`config.mk`:
```
export PLATFORM = sky130hd
export DESIGN_NAME = bus_frame_receiver
export DESIGN_NICKNAME = d
export VERILOG_FILES = /design/src/rtl/bus_frame_receiver.sv
export SDC_FILE = /design/constraint.sdc
export NUM_CORES = 1
export LEC_CHECK = 0
export CAP_MARGIN = 5
export CORE_ASPECT_RATIO = 0.75
export CORE_MARGIN = 2
export CORE_UTILIZATION = 30
export DETAILED_ROUTE_END_ITERATION = 8
export GPL_ROUTABILITY_DRIVEN = 0
export PLACE_DENSITY = 0.56
export SLEW_MARGIN = 20
export SYNTH_ARGS = -nofsm -noshare
export SYNTH_HDL_FRONTEND = slang
export SYNTH_SLANG_ARGS = --single-unit
```
`constraint.sdc`:
```
create_clock -name clock -period 2.9 [get_ports clock]
set_clock_uncertainty 0.2 [all_clocks]
set_input_delay 0.58 -clock clock [delete_from_list [all_inputs] [get_ports clock]]
set_output_delay 0.58 -clock clock [all_outputs]
set_load 0.05 [all_outputs]
```
`src/rtl/bus_frame_receiver.sv`:
```
// Receive side of the single-wire node bus: deserializes 80-bit frames, checks
// framing and CRC-4, filters on node address, and holds accepted frames for the node.
//
// state  | meaning
// IDLE   | waiting for a start bit (only once armed)
// HDR    | shifting src addr, receiver addr, mod (10 bits)
// DATA   | shifting 64 data bits
// CRC    | shifting the 4 received CRC bits
// STOP   | sampling the stop bit and evaluating the frame
module bus_frame_receiver #(
  parameter logic [3:0] NODE_ADDR = 4'd0,
  parameter logic [3:0] CRC_POLY  = 4'b0011
) (
  input  logic        clock,
  input  logic        reset_n,
  input  logic        bus,
  input  logic        rx_ready,
  output logic        rx_valid,
  output logic [63:0] rx_data,
  output logic [3:0]  rx_src_addr,
  output logic [1:0]  rx_mod,
  output logic        crc_err,
  output logic        frame_err,
  output logic        overrun,
  output logic        busy
);

  typedef enum logic [2:0] {
    S_IDLE = 3'd0,
    S_HDR  = 3'd1,
    S_DATA = 3'd2,
    S_CRC  = 3'd3,
    S_STOP = 3'd4
  } state_t;

  state_t      state_q;
  logic [6:0]  cnt_q;
  logic        armed_q;
  logic [3:0]  crc_q;
  logic [3:0]  crc_d;
  logic [3:0]  crc_rx_q;
  logic [9:0]  hdr_q;
  logic [63:0] data_q;

  logic        rx_valid_q;
  logic [63:0] rx_data_q;
  logic [3:0]  rx_src_addr_q;
  logic [1:0]  rx_mod_q;
  logic        crc_err_q;
  logic        frame_err_q;
  logic        overrun_q;
  logic        busy_q;

  function automatic logic [3:0] crc_step(input logic [3:0] crc, input logic din);
    logic fb;
    fb = crc[3] ^ din;
    return {crc[2:0], 1'b0} ^ (fb ? CRC_POLY : 4'h0);
  endfunction

  assign crc_d = crc_step(crc_q, bus);

  logic [3:0] f_src;
  logic [3:0] f_rcv;
  logic [1:0] f_mod;
  logic       stop_bad;
  logic       crc_bad;
  logic       mod_bad;
  logic       own_frame;
  logic       addressed;
  logic       accept;
  logic       hold_free;

  assign f_src     = hdr_q[9:6];
  assign f_rcv     = hdr_q[5:2];
  assign f_mod     = hdr_q[1:0];
  assign stop_bad  = ~bus;
  assign crc_bad   = (crc_q != crc_rx_q);
  assign mod_bad   = f_mod[1];
  assign own_frame = (f_src == NODE_ADDR);
  assign addressed = ((f_mod == 2'd0) && (f_rcv == NODE_ADDR)) || (f_mod == 2'd1);
  assign accept    = ~stop_bad & ~crc_bad & ~mod_bad & ~own_frame & addressed;
  // A consume on the same edge frees the slot for the incoming frame.
  assign hold_free = ~rx_valid_q | rx_ready;

  always_ff @(posedge clock or negedge reset_n) begin
    if (!reset_n) begin
      state_q       <= S_IDLE;
      cnt_q         <= 7'd0;
      armed_q       <= 1'b0;
      crc_q         <= 4'h0;
      crc_rx_q      <= 4'h0;
      hdr_q         <= 10'd0;
      data_q        <= 64'd0;
      rx_valid_q    <= 1'b0;
      rx_data_q     <= 64'd0;
      rx_src_addr_q <= 4'd0;
      rx_mod_q      <= 2'd0;
      crc_err_q     <= 1'b0;
      frame_err_q   <= 1'b0;
      overrun_q     <= 1'b0;
      busy_q        <= 1'b0;
    end else begin
      crc_err_q   <= 1'b0;
      frame_err_q <= 1'b0;
      overrun_q   <= 1'b0;

      if (rx_valid_q && rx_ready) begin
        rx_valid_q <= 1'b0;
      end

      case (state_q)
        S_IDLE: begin
          if (bus) begin
            armed_q <= 1'b1;
          end else if (armed_q) begin
            state_q <= S_HDR;
            cnt_q   <= 7'd0;
            crc_q   <= 4'h0;
            busy_q  <= 1'b1;
          end
        end

        S_HDR: begin
          hdr_q <= {hdr_q[8:0], bus};
          crc_q <= crc_d;
          if (cnt_q == 7'd9) begin
            state_q <= S_DATA;
            cnt_q   <= 7'd0;
          end else begin
            cnt_q <= cnt_q + 7'd1;
          end
        end

        S_DATA: begin
          data_q <= {data_q[62:0], bus};
          crc_q  <= crc_d;
          if (cnt_q == 7'd63) begin
            state_q <= S_CRC;
            cnt_q   <= 7'd0;
          end else begin
            cnt_q <= cnt_q + 7'd1;
          end
        end

        S_CRC: begin
          crc_rx_q <= {crc_rx_q[2:0], bus};
          if (cnt_q == 7'd3) begin
            state_q <= S_STOP;
            cnt_q   <= 7'd0;
          end else begin
            cnt_q <= cnt_q + 7'd1;
          end
        end

        S_STOP: begin
          state_q <= S_IDLE;
          cnt_q   <= 7'd0;
          busy_q  <= 1'b0;
          if (stop_bad) begin
            frame_err_q <= 1'b1;
          end else if (crc_bad) begin
            crc_err_q <= 1'b1;
          end else if (mod_bad) begin
            frame_err_q <= 1'b1;
          end else if (accept) begin
            if (hold_free) begin
              rx_valid_q    <= 1'b1;
              rx_data_q     <= data_q;
              rx_src_addr_q <= f_src;
              rx_mod_q      <= f_mod;
            end else begin
              overrun_q <= 1'b1;
            end
          end
        end

        default: begin
          state_q <= S_IDLE;
          cnt_q   <= 7'd0;
          busy_q  <= 1'b0;
        end
      endcase
    end
  end

  assign rx_valid    = rx_valid_q;
  assign rx_data     = rx_data_q;
  assign rx_src_addr = rx_src_addr_q;
  assign rx_mod      = rx_mod_q;
  assign crc_err     = crc_err_q;
  assign frame_err   = frame_err_q;
  assign overrun     = overrun_q;
  assign busy        = busy_q;

endmodule

```
After elaboration in Yosys (flattened, before gate mapping)
Index checks and enable logic that the tools add are counted.
Cells by class
  reductions and logical operators: 16
  $add $sub $neg: 1
  eq/ne operators: 14
  muxes and demuxes: 39
  bitwise gates (word level): 12
Operators by type and width (count)
  7-bit 2-to-1 mux: 5
  7-bit case mux with 4 select lines: 1
  1-bit 2-to-1 mux: 22
  3-bit 2-to-1 mux: 5
  3-bit case mux with 4 select lines: 1
  2-bit != test, second input constant: 5
  4-bit logical NOT: 2
  4-bit 2-to-1 mux: 2
  4-bit case mux with 2 select lines: 1
  7-bit by 1-bit adder with 7-bit output, second input constant: 1
  7-bit by 2-bit == test with 1-bit output, second input constant: 1
  7-bit by 4-bit == test with 1-bit output, second input constant: 1
  7-bit by 6-bit == test with 1-bit output, second input constant: 1
  3-bit by 2-bit == test with 1-bit output, second input constant: 2
  3-bit AND reduction: 2
  6-bit AND reduction: 1
  1-bit inverter: 5
  5-bit AND reduction: 1
  1-bit bitwise AND: 4
  4-bit != test: 1
  2-bit AND reduction: 2
  4-bit by 2-bit bitwise XOR with 4-bit output: 1
  3-bit by 1-bit == test with 1-bit output, second input constant: 1
  3-bit == test, second input constant: 1
  12 further kinds: 13
Storage, ports and cells
  input bits: 4
  word-level logic and storage cells: 97
  output and inout port bits: 75
  register bits after elaboration: 167

Longest topological paths before layout
Gate-level depths: netlist of the first run.
  depth in word-level cells: 11
  mapped depth: 9

Least setup slack after synthesis of the first run
Ideal clock, no wire load.
  path type: register to register
  from: register crc_q[1]
  to: register rx_data_q[53] (netlist: rx_data[53])
  stages on the path, launching flop included: 9
  arrival: 1.861 ns
  path buffers: 3
  slack: 0.714 ns
  cell sequence: dfrtp_1 -> xor2_1 -> nor4_4 -> o2111ai_2 -> nor2b_2 -> buf_4 -> buf_12 -> buf_12 -> mux2_4
Between the ends
  word-level cells in the longest chain between the ends: 7
RTL lines
  start, declared: RTL line 39  | logic [3:0] crc_q;
  start signal, assigned: RTL line 125  | crc_q <= crc_d;
  start signal, assigned: RTL line 136  | crc_q <= crc_d;
  4-bit != test *: RTL line 77  | assign crc_bad = (crc_q != crc_rx_q);
  1-bit inverter (no line) *
  1-bit bitwise AND (4 in series): RTL line 81  | assign accept = ~stop_bad & ~crc_bad & ~mod_bad & ~own_frame & addressed;
  6-bit AND reduction (no line) *
  end signal, assigned: RTL line 168  | rx_data_q <= data_q;
  end, declared: RTL line 46  | logic [63:0] rx_data_q;
Mark *: on every way between the ends. The rest lies on a longest branch, timed or not.
A chain may end at the register's enable or synchronous reset.

Worst setup path after layout of the first run
  from: register state_q[1]
  to: register rx_data_q[52] (netlist: rx_data[52])
Between the ends
  word-level cells in the longest chain between the ends: 2
RTL lines
  start, declared: RTL line 36  | state_t state_q;
  start signal, assigned: RTL line 87  | state_q <= S_IDLE;
  start signal, assigned: RTL line 116  | state_q <= S_HDR;
  start signal, assigned: RTL line 127  | state_q <= S_DATA;
  3-bit == test: RTL line 111  | case (state_q)
  6-bit AND reduction (no line)
Every way passes these cells.

==> results of run 1 <==
worst reg2reg max path, cell delays in order, from the launching register on:
cell and delay [ns]:
dfrtp_1 0.48, nor2_1 0.31, and3_1 0.25, o2111ai_2 0.19, nor2b_4 0.20, buf_4 0.34
mux2_2 0.39
cell usage after synthesis:
cell type,number
nor2_1,6
buf_2,9
nor2b_1,4
clkbuf_1,3
a21oi_1,6
a21o_1,3
o21ai_0,5
o41ai_1,1
mux2_4,10
conb_1,1
nor2b_2,1
ha_1,2
nor3b_1,3
dfrtp_1,167
nand3_1,3
xnor2_1,1
mux2_2,138
nand2b_1,1
and3b_1,2
and3_1,3
buf_12,2
nor4_1,4
o22ai_1,2
inv_1,2
nor4_4,1
o21bai_1,1
a22o_1,4
a211o_1,2
xor2_1,6
nand2_1,9
or4_1,1
buf_4,7
o31a_1,1
nor3_1,3
o2111ai_2,1
cell usage in the layout, fill, tap and decap left out, types with 3 or more instances in the layout:
| cell | netlist | layout |
|---|---|---|
| nor2_1 | 6 | 6 |
| a21oi_1 | 6 | 6 |
| mux2_4 | 10 | 10 |
| nand2_1 | 9 | 9 |
| a22o_1 | 4 | 4 |
| and3_1 | 3 | 3 |
| xor2_1 | 6 | 6 |
| clkinv_2 | 0 | 3 |
| a21o_1 | 3 | 3 |
| o21ai_0 | 5 | 5 |
| dfrtp_1 | 167 | 167 |
| clkbuf_16 | 0 | 17 |
| nor4_1 | 4 | 4 |
| nor3_1 | 3 | 3 |
| buf_4 | 7 | 6 |
| buf_12 | 2 | 4 |
| mux2_2 | 138 | 138 |
| clkdlybuf4s50_1 | 0 | 76 |
| nand3_1 | 3 | 3 |
| nor2b_1 | 4 | 4 |
cell families after synthesis:
family                     after synthesis  share of synthesized area, %
other                                    1                       0.05724
buffers and inverters                   23                         2.387
and+or+nand+nor                         41                         3.648
DFF                                    167                         63.79
xor gates and xnor gates                 7                        0.9358
muxes                                  148                         26.01
AOI/OAI and AO/OA                       26                         2.788
adders and majority gates                2                        0.3819
what timing repair did:
item	in CTS	in global routing
hold buffers	1	0
hold endpoints to repair	44	0
endpoints found under the setup margin	0	0
resized for setup	0	0
cell type report:
class	instances	area, µm²
clock buffer	21	460.4
clock inverter	10	95.09
fill	2032	13060
inverter	2	7.507
multi-input combinational	225	2226
sequential	167	4179
tap	288	360.3
timing repair buffer	88	907.1
flip-flops by register name, indices dropped and copies added (netlist names), 3 cells and up:
name,flops
cnt_q,7
crc_q,4
crc_rx_q,4
data_q,64
hdr_q,10
rx_data,64
rx_src_addr,4
state_q,3
report_power, final:
group	total, mW	switching [mW]	internal, mW
clock	2.14	0.911	1.23
sequential	2.41	0.0392	2.37
combinational	0.170	0.0993	0.0704
per-layer routing:
metal  track usage [%]  vias to the layer above  wire [µm]  part of all wire (%)
li1                  -                     1660          -                     -
met1             14.67                     1796       5719                    49
met2             16.62                       64       5262                    45
met3             3.547                       13        537                   4.6
met4             4.028                        0        158                   1.4
met5                 0                        -          0                     0
final timing paths:
path | startpoint | end | slack, ns | cells past startpoint
setup / recovery | state_q[1] | rx_data[52] | 0.43 | 6
hold / removal | armed_q | armed_q | 0.30 | 1
setup reg to reg | state_q[1] | rx_data[52] | 0.43 | 6
hold reg to reg | armed_q | armed_q | 0.30 | 1
max in group asynchronous | reset_n | rx_data[19] | 1.30 | 3
min in group asynchronous | reset_n | rx_data[57] | 0.47 | 2
stage by stage:
stage	setup slack (ns)	hold WS, ns
floorplan	0.7141	0.08441
global placement	0.2074	0.2514
detailed placement	0.1834	0.2957
CTS	0.4185	0.3093
global route	0.2496	0.3145
finish	0.4329	0.3029
==> metrics.txt, run 1 <==
status finished, final reports clean; Clock Tree Root clkbuf_16; Port Buf Inserts 77; Design Area, Final 0.008235 mm²; PD cells 572.2 mW/mm²; total core area 0.02130 mm²; cell taking the most area after synthesis dfrtp_1; Worst Setup End Kind flip-flop; share of post-route cells with drive strength above 1 37.43%; period utilization 85.07%; Placed Instances 769; Die Area 0.02305 mm²; final max-slew violation count 0; utilization after layout 38.67%; drt total wl 11.68 mm; initial antenna violation count 0; post-synthesis net count 421; Worst slew margin 47.27%; final setup violation count 0; hpwl dp 7.758 mm; Ant. Diodes 0; Req. time, crit path 3.00 ns; gr ovfl total 0; DR iter-0 viols 123; WP data arrival 2.57 ns; Hold WC Path Type reg -> reg; Max Clk Rate 0.4053 GHz; nets@finish 507; Least-Margin Pin Slew 0.7910 ns; crit-path cells nor2_1, and3_1, o2111ai_2, nor2b_4, buf_4, mux2_2; Clock Latency Late Sink 0.42 ns; post-synthesis cell type count 35; setup TNS 0 ns; CP Max Fanout 21; largest net degree at the start of global routing 66; Bufs and invs on worst path 1; Max Cap Viol 0; crit-path max cell delay 0.48 ns; RSZ-0062 raised after global routing false; H-tree depth 4; Post-CTS Setup Bufs 0; dpl cell area 0.007670 mm²; wire length per cell 14.58 µm; height of the die 132.0 µm; I/O pins 79; area of the mapped netlist 0.006551 mm²; Mapped Cells 415; vias in the first global route 3,783; #FFs+latches synth 167; startpoint types flip-flop; final antenna-violating net count 0; # rows 46; CTS tree yes; CP Class reg -> reg; Starting Density 30.76%; Post-Synthesis Mean Instance Area 15.79 µm²; GRT Util Overall 10.95%; Yosys warning count 0; synth-to-layout area growth 25.71%; DR vias 3,533; total CTS buffers 17; Initial DRT Pass Iterations 4; TritonCTS Sinks 167; top-area cell type share of the netlist area 63.79%; global-route wire length before repair 20.05 mm; fin cells 801; Hold Fails Final Rpt 0; Overall Power 4.713 mW; Clock Tree Buf Depth 2; worst vdd rail ir drop 0.2847 mV; sequential share of the synthesized area 63.79%; Clock Pin Slew Worst Setup and Hold Paths 0.06 ns; # DRC 0; CP max stage cell dfrtp_1; DR vias/cell 4.411; Final min period 2.467 ns; largest delay contributor family on the critical path simple AND/OR/NAND/NOR gates; largest cells by area after synthesis dfrtp_1 (64%), mux2_2 (24%), mux2_4 (2.3%), buf_4 (0.80%), xor2_1 (0.80%); chip width 174.6 µm; leak pwr 3.888 nW
Power figures use the tool's default switching activity.
==> inputs of run 2 (changes only) <==
- CTS_CLUSTER_SIZE: unset -> 40
==> results of run 2 <==
Same layout as run 1: the final DEF is identical, and so are final timing and power.
==> inputs of run 3 (changes only) <==
- clock period: 2.9 -> 2.8 ns (I/O delays scaled with it)
==> run 3 against run 2 <==
Compared with the run above:
- non-clock buffer count grew 3
- critical path depth is the same
- largest power group unchanged
- sequential power grew 3%
- maximum frequency grew 3.5%
- clock power grew 5%
- register-to-register slack lost 0.02 ns
- worst setup slack lost 0.017 ns
- clock-buffer cell count grew 2
- flip-flop and latch count is the same
- die area is the same
- total power grew 4.3%
==> metrics.txt, run 3 (synthesized netlist as in run 1, its figures left out) <==
status finished, final reports clean; Max Clk Rate 0.4195 GHz (+3.5%); final max-slew violation count 0 (unchanged); worst vdd rail ir drop 0.2535 mV (-11%); Hold WC Path Type reg -> reg; initial antenna violation count 0 (unchanged); dpl cell area 0.007680 mm² (+0.13%); period utilization 85.13% (about the same); Least-Margin Pin Slew 0.5315 ns (-0.2595 ns); PD cells 595.0 mW/mm² (+4.0%); utilization after layout 38.78% (+0.11 points); cell internal pwr 3.828 mW (+4.5%); setup TNS 0 ns (unchanged); Ant. Diodes 0 (unchanged); Port Buf Inserts 77 (unchanged); largest net degree at the start of global routing 66 (unchanged); DR vias/cell 4.393 (-0.41%); Overall Power 4.914 mW (+4.3%); Clock Tree Buf Depth 2 (unchanged); Req. time, crit path 2.90 ns (-0.10 ns); synth-to-layout area growth 26.05%; gr ovfl total 0 (unchanged); TritonCTS Sinks 167 (unchanged); Clock Latency Late Sink 0.41 ns (about the same); switching share of power 22.10% (-0.16 points); Final min period 2.384 ns (-0.08338 ns); Worst slew margin 64.46% (+17 points); CP Class reg -> reg; fillers 1,990 (-2.1%); drt total wl 11.82 mm (+1.2%); H-tree depth 4 (unchanged); final antenna-violating net count 0 (unchanged); WP data arrival 2.48 ns (-0.09 ns); post-cts sizing count 0 (unchanged); DR vias 3,536 (+0.085%); CP Max Fanout 18 (-14%); Sw Pwr 1.086 mW (+3.5%); Max Cap Viol 0 (unchanged); wire length per cell 14.68 µm (+0.71%); Post-CTS Hold Fix Bufs 1 (unchanged); CTS tree yes; Design Area, Final 0.008258 mm² (+0.27%); share of post-route cells with drive strength above 1 37.72% (+0.29 points); crit-path cells xor2_1, nor4_4, o2111ai_2, nor2b_4, buf_4, mux2_2; Worst Setup End Kind flip-flop; startpoint types flip-flop; Placed Instances 772 (+0.39%); most frequent cells in the layout dfrtp_1 (167), mux2_2 (138), clkdlybuf4s50_1 (76); nets@finish 510 (+0.59%); Comb pwr share 3.5% (about the same); # rows 46 (unchanged); Die Area 0.02305 mm² (unchanged); GRT Util Overall 10.98% (+0.035 points); RSZ-0062 raised after global routing false; fin cells 805 (+0.50%); Starting Density 30.76% (unchanged); clock group share of total power 45.7% (+0.4 points); DR iter-0 viols 143 (+16%); Clock Pin Slew Worst Setup and Hold Paths 0.06 ns (about the same); leak pwr 3.907 nW (+0.49%); Initial DRT Pass Iterations 5 (+1); CP max stage cell dfrtp_1; Clock Tree Root clkbuf_16; total core area 0.02130 mm² (unchanged); final setup violation count 0 (unchanged); chip width 174.6 µm (unchanged); Hold Fails Final Rpt 0 (unchanged); crit-path max cell delay 0.41 ns (-0.07 ns); commonest non-fill, non-tap cell in the layout dfrtp_1; flop-to-flop setup slack 0.42 ns (-0.02 ns); I/O pins 79 (unchanged); global-route wire length before repair 20.27 mm (+1.1%); vias in the first global route 3,849 (+1.7%); hpwl dp 7.813 mm (+0.71%); Post-CTS Setup Bufs 0 (unchanged); # DRC 0 (unchanged); total CTS buffers 17 (unchanged); sequential power share 50.7% (-0.4 points); height of the die 132.0 µm (unchanged)
## run 3: cell count changes in the layout (fill, tap and decap cells not counted), sizes merged
cell | previous run | this run
clkbuf | 21 | 23
inv | 4 | 5
clkinv | 5 | 3
buf | 11 | 14
## run 3: final cells by class
cell class,instances,area (µm²),area share (%)
multi-input combinational,225,2226,26.95
clock buffer,23,478.0,5.788
sequential,167,4179,50.61
timing repair buffer,91,917.1,11.11
tap,288,360.3,4.364
clock inverter,9,90.09,1.091
inverter,2,7.507,0.09091
## run 3: through the flow
stage	hold slack (ns)	worst slack (ns)
after global placement	0.2521	0.1469
final	0.2850	0.4162
after detailed placement	0.2664	0.1137
after CTS	0.2830	0.3792
after global routing	0.2884	0.2892
after floorplan	0.06441	0.6141
## run 3: per-layer routing
metal,GRT usage [%],part of all wire [%],vias to the layer above
met2,16.64,45,66
li1,-,-,1666
met4,3.287,1.0,0
met3,3.950,4.5,8
met1,14.79,49,1796
met5,0,0,-
## run 3: final timing paths
path                       startpoint     endpoint  cells past startpoint
max                          crc_q[1]  rx_data[48]                      6
min                           armed_q      armed_q                      1
max reg2reg                  crc_q[1]  rx_data[48]                      6
min reg2reg                   armed_q      armed_q                      1
max in group asynchronous     reset_n   data_q[18]                      3
min in group asynchronous     reset_n  rx_data[55]                      2
## run 3: worst max-delay path, delay by kind of cell (launching register included)
| family | cells | cell delay (ns) |
|---|---|---|
| AND/OR/NAND/NOR | 2 | 0.56 |
| AO/OA/AOI/OAI | 1 | 0.21 |
| XOR/XNOR | 1 | 0.19 |
| flip-flops | 1 | 0.41 |
| buffers and inverters | 1 | 0.32 |
| multiplexers | 1 | 0.37 |
## run 3: power groups by stage
stage | sequential [mW] | combinational (mW) | clock, mW
detailed placement | 2.54 | 0.179 | 0
CTS | 2.49 | 0.181 | 2.33
global route | 2.50 | 0.197 | 2.44
global placement | 2.53 | 0.172 | 0
finish | 2.49 | 0.174 | 2.25
floorplan | 2.53 | 0.104 | 0
